--- config.mk ---
export PLATFORM = sky130hd
export DESIGN_NAME = lane_mux_ser_flat
export DESIGN_NICKNAME = d
export VERILOG_FILES = /design/src/rtl/lane_mux_ser_pkg.sv /design/src/rtl/lane_mux_ser_if.sv /design/src/rtl/lane_word_fifo.sv /design/src/rtl/lane_mux_ser.sv /design/src/flat_wrapper.sv
export SDC_FILE = /design/constraint.sdc
export NUM_CORES = 1
export LEC_CHECK = 0
export CAP_MARGIN = 20
export CORE_MARGIN = 2
export CORE_UTILIZATION = 35
export DETAILED_ROUTE_END_ITERATION = 8
export SLEW_MARGIN = 20
export SYNTH_ARGS = -nofsm -noshare
export SYNTH_HDL_FRONTEND = slang
export SYNTH_HIERARCHICAL = 1
export SYNTH_SLANG_ARGS = --single-unit
--- constraint.sdc ---
create_clock -name clk -period 2.01 [get_ports clk]
set_input_delay 0.201 -clock clk [delete_from_list [all_inputs] [get_ports clk]]
set_output_delay 0.201 -clock clk [all_outputs]
set_load 0.005 [all_outputs]
--- src/rtl/lane_mux_ser_pkg.sv ---
// lane_mux_ser_pkg: shared constants and parameter helpers for the lane-ratio serializer
package lane_mux_ser_pkg;

    localparam logic [7:0] IDLE_CHAR_DEF = 8'hBC;

    function automatic int clog2(input int v);
        int r;
        r = 0;
        for (int i = 0; i < 32; i++)
            if ((1 << r) < v) r++;
        return (r < 1) ? 1 : r;
    endfunction

    function automatic int ratio_of(input int num_in, input int num_out);
        return num_in / num_out;
    endfunction

    function automatic bit legal_cfg(input int num_in, input int num_out);
        return (num_out > 0) && (num_in >= num_out) && (num_in % num_out == 0);
    endfunction

endpackage

--- src/rtl/lane_mux_ser_if.sv ---
// lane_mux_ser_if: word input handshake, beat output handshake and overflow flag
interface lane_mux_ser_if #(
    parameter int DATA_W  = 8,
    parameter int NUM_IN  = 4,
    parameter int NUM_OUT = 2
);
    logic [NUM_IN*DATA_W-1:0]  in_data;
    logic [NUM_IN-1:0]         in_valid;
    logic                      in_stb;
    logic                      in_rdy;
    logic [NUM_OUT*DATA_W-1:0] out_data;
    logic [NUM_OUT-1:0]        out_valid;
    logic                      out_stb;
    logic                      out_rdy;
    logic                      ovf_err;

    modport master (
        output in_data, in_valid, in_stb, out_rdy,
        input  in_rdy, out_data, out_valid, out_stb, ovf_err
    );

    modport slave (
        input  in_data, in_valid, in_stb, out_rdy,
        output in_rdy, out_data, out_valid, out_stb, ovf_err
    );
endinterface

--- src/rtl/lane_word_fifo.sv ---
// lane_word_fifo: 2-entry word buffer with wrap pointers and occupancy count
module lane_word_fifo #(
    parameter int W = 36
) (
    input  logic         clk,
    input  logic         reset_L,
    input  logic         push,
    input  logic         pop,
    input  logic [W-1:0] wdata,
    output logic [W-1:0] head,
    output logic [1:0]   count
);
    logic [W-1:0] mem [2];
    logic         wp, rp;

    assign head = mem[rp];

    // storage, pointers and count; simultaneous push/pop leaves count unchanged
    always_ff @(posedge clk or negedge reset_L) begin
        if (!reset_L) begin
            mem[0] <= '0;
            mem[1] <= '0;
            wp     <= 1'b0;
            rp     <= 1'b0;
            count  <= 2'd0;
        end else begin
            if (push) begin
                mem[wp] <= wdata;
                wp      <= ~wp;
            end
            if (pop) rp <= ~rp;
            count <= count + 2'(push) - 2'(pop);
        end
    end
endmodule

--- src/rtl/lane_mux_ser.sv ---
// lane_mux_ser: NUM_IN->NUM_OUT lane serializer; define LANE_MUX_SER_IDLE_FILL_EN for idle-symbol fill
module lane_mux_ser
    import lane_mux_ser_pkg::*;
#(
    parameter int                DATA_W    = 8,
    parameter int                NUM_IN    = 4,
    parameter int                NUM_OUT   = 2,
    parameter logic [DATA_W-1:0] IDLE_CHAR = DATA_W'(IDLE_CHAR_DEF)
) (
    input  logic          clk,
    input  logic          reset_L,
    lane_mux_ser_if.slave bus
);
    localparam int RATIO = ratio_of(NUM_IN, NUM_OUT);
    localparam int CNT_W = clog2(RATIO);
    localparam int W     = NUM_IN * DATA_W + NUM_IN;
`ifdef LANE_MUX_SER_IDLE_FILL_EN
    localparam bit FILL_EN = 1'b1;
`else
    localparam bit FILL_EN = 1'b0;
`endif
    localparam logic [NUM_OUT*DATA_W-1:0] IDLE_WORD = {NUM_OUT{IDLE_CHAR}};
    localparam logic [NUM_OUT*DATA_W-1:0] RST_DATA  = FILL_EN ? IDLE_WORD : '0;

    generate
        if (!legal_cfg(NUM_IN, NUM_OUT)) begin : g_bad_cfg
            $error("lane_mux_ser: NUM_IN must be a non-zero multiple of NUM_OUT");
        end
    endgenerate

    logic [W-1:0]              head;
    logic [1:0]                count;
    logic [CNT_W-1:0]          cnt;
    logic [NUM_IN*DATA_W-1:0]  head_data;
    logic [NUM_IN-1:0]         head_valid;
    logic [NUM_OUT*DATA_W-1:0] beat_data;
    logic [NUM_OUT-1:0]        beat_valid;
    logic                      adv, nonempty, last, push, pop;

    assign bus.in_rdy = (count != 2'd2) && reset_L;
    assign push       = bus.in_stb && bus.in_rdy;
    assign adv        = !bus.out_stb || bus.out_rdy;
    assign nonempty   = count != 2'd0;
    assign last       = cnt == CNT_W'(RATIO - 1);
    assign pop        = adv && nonempty && last;
    assign head_data  = head[W-1:NUM_IN];
    assign head_valid = head[NUM_IN-1:0];

    lane_word_fifo #(.W(W)) u_fifo (
        .clk     (clk),
        .reset_L (reset_L),
        .push    (push),
        .pop     (pop),
        .wdata   ({bus.in_data, bus.in_valid}),
        .head    (head),
        .count   (count)
    );

    // beat cnt of the head word: output lane k takes input lane k*RATIO+cnt
    always_comb begin
        beat_data  = '0;
        beat_valid = '0;
        for (int k = 0; k < NUM_OUT; k++) begin
            beat_data[k*DATA_W +: DATA_W] = head_data[(k*RATIO + int'(cnt))*DATA_W +: DATA_W];
            beat_valid[k]                 = head_valid[k*RATIO + int'(cnt)];
        end
    end

    // output register, beat counter and sticky overflow flag
    always_ff @(posedge clk or negedge reset_L) begin
        if (!reset_L) begin
            bus.out_data  <= RST_DATA;
            bus.out_valid <= '0;
            bus.out_stb   <= 1'b0;
            bus.ovf_err   <= 1'b0;
            cnt           <= '0;
        end else begin
            if (bus.in_stb && !bus.in_rdy) bus.ovf_err <= 1'b1;
            if (adv) begin
                if (nonempty) begin
                    bus.out_data  <= beat_data;
                    bus.out_valid <= beat_valid;
                    bus.out_stb   <= 1'b1;
                    cnt           <= last ? '0 : cnt + 1'b1;
                end else begin
                    bus.out_data  <= FILL_EN ? IDLE_WORD : bus.out_data;
                    bus.out_valid <= '0;
                    bus.out_stb   <= 1'b0;
                end
            end
        end
    end
endmodule

--- src/flat_wrapper.sv ---
// flat-port wrapper written by rule: the top's interface ports become plain ports
module lane_mux_ser_flat import lane_mux_ser_pkg::*;
#(
    parameter int                DATA_W    = 8,
    parameter int                NUM_IN    = 4,
    parameter int                NUM_OUT   = 2,
    parameter logic [DATA_W-1:0] IDLE_CHAR = DATA_W'(IDLE_CHAR_DEF)
)
  (clk, reset_L, bus_in_data, bus_in_valid, bus_in_stb, bus_out_rdy, bus_in_rdy, bus_out_data, bus_out_valid, bus_out_stb, bus_ovf_err);
  lane_mux_ser_if #(.DATA_W(DATA_W), .NUM_IN(NUM_IN), .NUM_OUT(NUM_OUT)) bus_i ();
  input  logic clk;
  input  logic reset_L;
  input wire logic [$bits(bus_i.in_data)-1:0] bus_in_data;
  input wire logic [$bits(bus_i.in_valid)-1:0] bus_in_valid;
  input wire logic [$bits(bus_i.in_stb)-1:0] bus_in_stb;
  input wire logic [$bits(bus_i.out_rdy)-1:0] bus_out_rdy;
  output wire logic [$bits(bus_i.in_rdy)-1:0] bus_in_rdy;
  output wire logic [$bits(bus_i.out_data)-1:0] bus_out_data;
  output wire logic [$bits(bus_i.out_valid)-1:0] bus_out_valid;
  output wire logic [$bits(bus_i.out_stb)-1:0] bus_out_stb;
  output wire logic [$bits(bus_i.ovf_err)-1:0] bus_ovf_err;
  assign bus_i.in_data = bus_in_data;
  assign bus_i.in_valid = bus_in_valid;
  assign bus_i.in_stb = bus_in_stb;
  assign bus_i.out_rdy = bus_out_rdy;
  assign bus_in_rdy = bus_i.in_rdy;
  assign bus_out_data = bus_i.out_data;
  assign bus_out_valid = bus_i.out_valid;
  assign bus_out_stb = bus_i.out_stb;
  assign bus_ovf_err = bus_i.ovf_err;
  lane_mux_ser #(.DATA_W(DATA_W), .NUM_IN(NUM_IN), .NUM_OUT(NUM_OUT), .IDLE_CHAR(IDLE_CHAR)) u_core (.clk(clk), .reset_L(reset_L), .bus(bus_i));
endmodule
==> metrics.csv, run 1 <==
metric,value,unit
status,finished with violations,
failing checks,negative hold slack,
average cell area after synthesis,16.63,um^2
library cell occupying the most area in the post-synthesis netlist,dfrtp_1,
DP Area,0.005434,mm^2
fin crit share,88.76,%
number of violations reported at the end of detailed-routing iteration 0,83,
cells after synthesis,278,
Synth top area share,52.50,%
critical path start-end classification,flip-flop to primary output,
DR pass1 iterations,6,
Worst VDD drop,561.7,uV
global-route total usage across every layer,13.17,%
most frequent cells in the layout,"96 x dfrtp_1, 78 x mux2_2, 64 x mux2_4",
vias in the first global route,2711,
maximum fanout encountered on the critical timing path,3,
layout cell share with drive strength beyond 1,49.43,%
setup total negative slack,0,ns
library cell used as clock root buffer,clkbuf_16,
multi-input combinational cell area,0.002008,mm^2
wire length of the first global-routing pass,14390,um
Lkg Pwr,0.002532,uW
Max Slew Vio Count,0,
total clock buffers created by CTS,9,
clock tree from TritonCTS,built,
vias per cell,4.626,
I/O pin count,61,
max-cap check violation count,0,
clock-pin slew of the registers on the worst-case setup and hold paths,0.06,ns
final-report setup violation count,0,
die area,0.01414,mm^2
number of H-tree levels,3,
synthesized netlist net count,320,
total overflow reported by the global router,0,
number of nets with antenna violations after routing,0,
maximum clock skew at final layout,0.003960,ns
end of the worst register-to-register path,u_core/u_fifo/mem[27],
post-route standard cell area excluding fillers,0.005712,mm^2
Port-buffer cells,60,
NumNets Final,388,
worst endpoint data arrival time,1.58,ns
Max-Slew Margin vs Limit,53.42,%
starting density of the core,36.19,%
worst-skew pair later-pin latency,0.34,ns
routed wire length,8602,um
number of distinct library cell variants in the gate-level netlist after synthesis,21,
Layout area overhead,23.55,%
Post-Place Cells,507,
Period minus WS final,1.784,ns
ranking of synthesized cells by area,"dfrtp_1 53%, mux2_4 21%, mux2_2 19%, buf_12 1.7%, buf_6 0.97%",
Clock Sink Count,97,
WL per Instance,16.48,um
setup repair after global routing missed its margin,false,
row count,41,
overall power,9421,uW
r2r startpoint,u_core/u_fifo/count[1],
post-synth design cell area,0.004623,mm^2
postcts setup bufs,0,
register bit total from synthesis,97,
largest net degree at the start of global routing,56,
Yosys warnings,6,
GPL Wtd Cong,0.6854,
cts hold-fix bufs,0,
area used by sequential logic in the layout,0.002429,mm^2
Chip Height,118.9,um
final hold violation count,1,
fmax,560.5,MHz
antenna cell count,0,
"most common cell after layout, fill and taps aside",dfrtp_1,
initial antenna violation count,0,
P per Cell Area,1649,mW/mm^2
fill cell total of the finished layout,1153,
type of the tightest min-delay check,input port to async pin,
Vias,2415,
final non-filler cell total,522,
Slew @ Worst Pin,0.6987,ns
Fin Hold WS,-0.001645,ns
worst reg-to-reg path cell count,7,
area of the core,0.01277,mm^2
Die X-Extent,118.9,um
nature of the critical path startpoint,flip-flop,
CP Capture Type,primary output,
"Seq/Total Area, Yosys",52.50,%
required time of the worst setup path,1.81,ns
CTS Buffer Depth,2,
Post-route DRC,0,
hpwl dp,5519,um
worst setup slack for register-to-register paths,0.28,ns
"Gates resized, CTS repair",0,
## cell usage after synthesis (all sizes together)
library cell	n
clkbuf	1
xor2	3
xnor2	2
nor2	3
nor2b	2
mux2	142
nand2	1
and2	1
buf	14
a21o	1
o21ai	1
dfrtp	97
a22o	2
nand2b	1
ha	2
inv	5
## per-layer routing
metal  global-route usage, %  wire, um  up-vias  share of wire [%]
met2                   20.04      4039       40                 47
met5                       0         0        -                  0
li1                        -         -     1118                  -
met4                   5.357       132        0                1.5
met3                   3.161       268       10                3.1
met1                   18.02      4162     1247                 48
## worst max path at each step
stage / start / end / slack (ns) / cells after the start
after floorplan: u_core/u_fifo/count[1] / u_core/u_fifo/mem[36] / 0.28 / 7
after global placement: bus_out_rdy / u_core/u_fifo/count[1] / 0.25 / 8
after detailed placement: bus_out_rdy / u_core/u_fifo/count[1] / 0.21 / 8
after CTS: u_core/u_fifo/count[1] / bus_in_rdy / 0.19 / 4
after global routing: u_core/u_fifo/count[1] / bus_in_rdy / 0.08 / 4
final: u_core/u_fifo/count[1] / bus_in_rdy / 0.23 / 4
## registers in the layout, summed over array words and instances, names as in the netlist
signal	cells
u_core/bus.out_data	16
u_core/bus.out_stb	1
u_core/bus.out_valid	2
u_core/bus.ovf_err	1
u_core/cnt	1
u_core/u_fifo/count	2
u_core/u_fifo/mem	72
u_core/u_fifo/rp	1
u_core/u_fifo/wp	1
## metrics by stage
| step | worst slack, ns | util [%] | hold WS (ns) |
|---|---|---|---|
| final | 0.2260 | 44.72 | -0.001645 |
| after global routing | 0.07854 | 44.72 | 0.05830 |
| after CTS | 0.1943 | 44.72 | 0.04135 |
| after detailed placement | 0.2071 | 42.54 | 0.4110 |
| after global placement | 0.2485 | 42.54 | 0.4076 |
| after floorplan | 0.2783 | - | -0.09459 |
## critical path, stage by stage, from the launching register on
cell,delay (ns)
dfrtp_1,0.39
inv_1,0.05
o21ai_0,0.28
inv_1,0.07
clkdlybuf4s50_1,0.45
## layout make-up
| cell class | instances | share of cell area (%) |
|---|---|---|
| inverters | 5 | 0.3286 |
| multi-input cells | 161 | 35.16 |
| well taps | 172 | 3.768 |
| repair buffers | 72 | 13.36 |
| flip-flops and latches | 97 | 42.52 |
| clock inverters | 4 | 0.7886 |
| clock buffers | 11 | 4.074 |
## cell families (layout without fill, tap and decap cells)
family | Yosys count | in the layout | share of synthesized area (%)
AOI/OAI and AO/OA | 4 | 4 | 0.6496
xor gates and xnor gates | 5 | 5 | 0.9474
adders and majority gates | 2 | 2 | 0.5412
buffers and inverters | 20 | 92 | 4.168
DFF | 97 | 97 | 52.50
muxes | 142 | 142 | 39.78
and+or+nand+nor | 8 | 8 | 1.408
## where the power goes
group	leakage (uW)	internal (uW)	total, uW	switching, uW
Sequential	0.00115	2960	3500	544
Clock	0.000139	952	1650	695
Combinational	0.00124	2960	4270	1310
Total	0.00253	6870	9420	2550
Note: power is estimated with default switching activity, not from simulation.
==> run 2, diff against run 1 <==
DONT_BUFFER_PORTS = 1   (was default)
==> metrics.csv, run 2 (synthesized netlist as in run 1, its figures left out) <==
metric,value,unit
status,finished with violations,
failing checks,negative hold slack,
setup slack at placement,0.1698,ns
total overflow reported by the global router,0,
antenna cell count,0,
P per Cell Area,1638,mW/mm^2
worst path bufs/invs,2,
kind of cell with the highest combined delay on the critical path,simple AND/OR/NAND/NOR gates,
Post-Place Cells,445,
internal power,6494,uW
portion of total power attributed to sequential cells,39.6,%
CTS Buffer Depth,2,
layout cell share with drive strength beyond 1,51.84,%
Post-route DRC,0,
total clock buffers created by CTS,9,
vias in the first global route,2588,
global-route total usage across every layer,13.18,%
"Max stage delay cell, worst path",dfrtp_1,
Period minus WS final,1.864,ns
required time of the worst setup path,2.23,ns
postcts setup bufs,0,
setup repair after global routing missed its margin,false,
library cell used as clock root buffer,clkbuf_16,
number of nets with antenna violations after routing,0,
Layout area overhead,18.24,%
area of the core,0.01277,mm^2
Final WS setup,0.1464,ns
hpwl dp,5285,um
row count,41,
number of violations reported at the end of detailed-routing iteration 0,113,
DP Area,0.004796,mm^2
number of flip-flops under the largest register name,72,
Lkg Pwr,0.002439,uW
clock network fraction of total power,17.9,%
switching power total,2459,uW
NumNets Final,366,
Port-buffer cells,0,
type of the tightest min-delay check,input port to async pin,
critical path start-end classification,flip-flop to flip-flop,
Vias,2330,
Clock Sink Count,97,
setup total negative slack,0,ns
Worst path max stage delay,0.40,ns
"most common cell after layout, fill and taps aside",dfrtp_1,
max-cap check violation count,0,
maximum clock skew at final layout,0.005010,ns
CP Capture Type,flip-flop,
wire length of the first global-routing pass,14430,um
nature of the critical path startpoint,flip-flop,
vias per cell,4.679,
registers with the highest flip-flop counts,"u_core/u_fifo/mem: 72 flops, u_core/bus.out_data: 16 flops",
relative contribution of combinational cells to total power,42.5,%
number of H-tree levels,3,
WL per Instance,17.81,um
register containing the most flip-flops in the final layout,u_core/u_fifo/mem,
I/O pin count,61,
fraction of power spent switching nets,27.47,%
post-route standard cell area excluding fillers,0.005466,mm^2
Max-Slew Margin vs Limit,72.25,%
worst-skew pair later-pin latency,0.33,ns
worst endpoint data arrival time,2.08,ns
largest net degree at the start of global routing,99,
Max Slew Vio Count,0,
maximum fanout encountered on the critical timing path,20,
Chip Height,118.9,um
final-report setup violation count,0,
DR pass1 iterations,4,
fin crit share,92.72,%
GPL Wtd Cong,0.6692,
final non-filler cell total,498,
Worst VDD drop,430.5,uV
starting density of the core,36.19,%
Slew @ Worst Pin,0.4162,ns
die area,0.01414,mm^2
clock tree from TritonCTS,built,
Die X-Extent,118.9,um
initial antenna violation count,0,
most frequent cells in the layout,"96 x dfrtp_1, 78 x mux2_2, 64 x mux2_4",
fmax,536.6,MHz
clock-pin slew of the registers on the worst-case setup and hold paths,0.06,ns
Fin Hold WS,-0.4397,ns
crit-path cells,inv_1 -> o21ai_0 -> nor2_1 -> nor2b_4 -> buf_12 -> mux2_4,
final hold violation count,97,
routed wire length,8871,um
## run 2: metal layers
metal	vias to the layer above	GRT usage (%)	share of wire, %	wire [um]
met5	-	0	0	0
met4	0	4.688	1.4	123
met3	10	4.550	5.0	445
met2	37	19.40	46	4088
met1	1208	17.99	48	4214
li1	1075	-	-	-
## run 2: worst register-to-register path, cell delays in order (launching register included)
cell and delay, ns:
dfrtp_1 0.40, inv_1 0.06, o21ai_0 0.10, nor2_1 0.34
nor2b_4 0.29, buf_12 0.23, mux2_4 0.33
## run 2: path summary, 6_finish.rpt
path                                   startpoint                     end  slack [ns]  cells after the start
hold reg to reg                u_core/bus.ovf_err      u_core/bus.ovf_err        0.50                      1
setup reg to reg           u_core/u_fifo/count[1]   u_core/u_fifo/mem[52]        0.15                      6
max in group asynchronous                 reset_L  u_core/bus.out_data[1]        2.29                      0
min in group clk                   bus_in_data[3]    u_core/u_fifo/mem[7]        0.02                      1
setup / recovery           u_core/u_fifo/count[1]   u_core/u_fifo/mem[52]        0.15                      6
hold / removal                            reset_L   u_core/u_fifo/mem[70]       -0.44                      0
## run 2: stage by stage
| step | total power [uW] | utilization (%) |
|---|---|---|
| after floorplan | 6701 | - |
| after global placement | 7228 | 37.55 |
| after detailed placement | 7341 | 37.55 |
| after CTS | 9034 | 41.70 |
| after global routing | 9512 | 42.80 |
| final | 8953 | 42.80 |
## run 2: power by group through the flow
stage | registers, uW | clock network [uW] | logic (uW)
floorplan | 3370 | 0 | 3330
global placement | 3530 | 0 | 3700
detailed placement | 3570 | 0 | 3770
global route | 3680 | 1750 | 4080
CTS | 3560 | 1650 | 3830
finish | 3540 | 1600 | 3810
## run 2: final cells by class
class                           count  area (um^2)
Clock buffer                       13        270.3
Tap cell                          172        215.2
Multi-Input combinational cell    161         2008
Fill cell                        1137         7307
Timing Repair Buffer               50        525.5
Inverter                            5        18.77
Sequential cell                    97         2429
## run 2: repair_timing
action	in CTS	in global routing
gates resized for setup	0	0
endpoints found under the hold margin	128	112
hold buffers	26	14
==> run 3, diff against run 2 <==
CTS_CLUSTER_DIAMETER = 50   (was default)
==> results of run 3 <==
The final DEF is identical to that of run 2; final timing and power are the same.
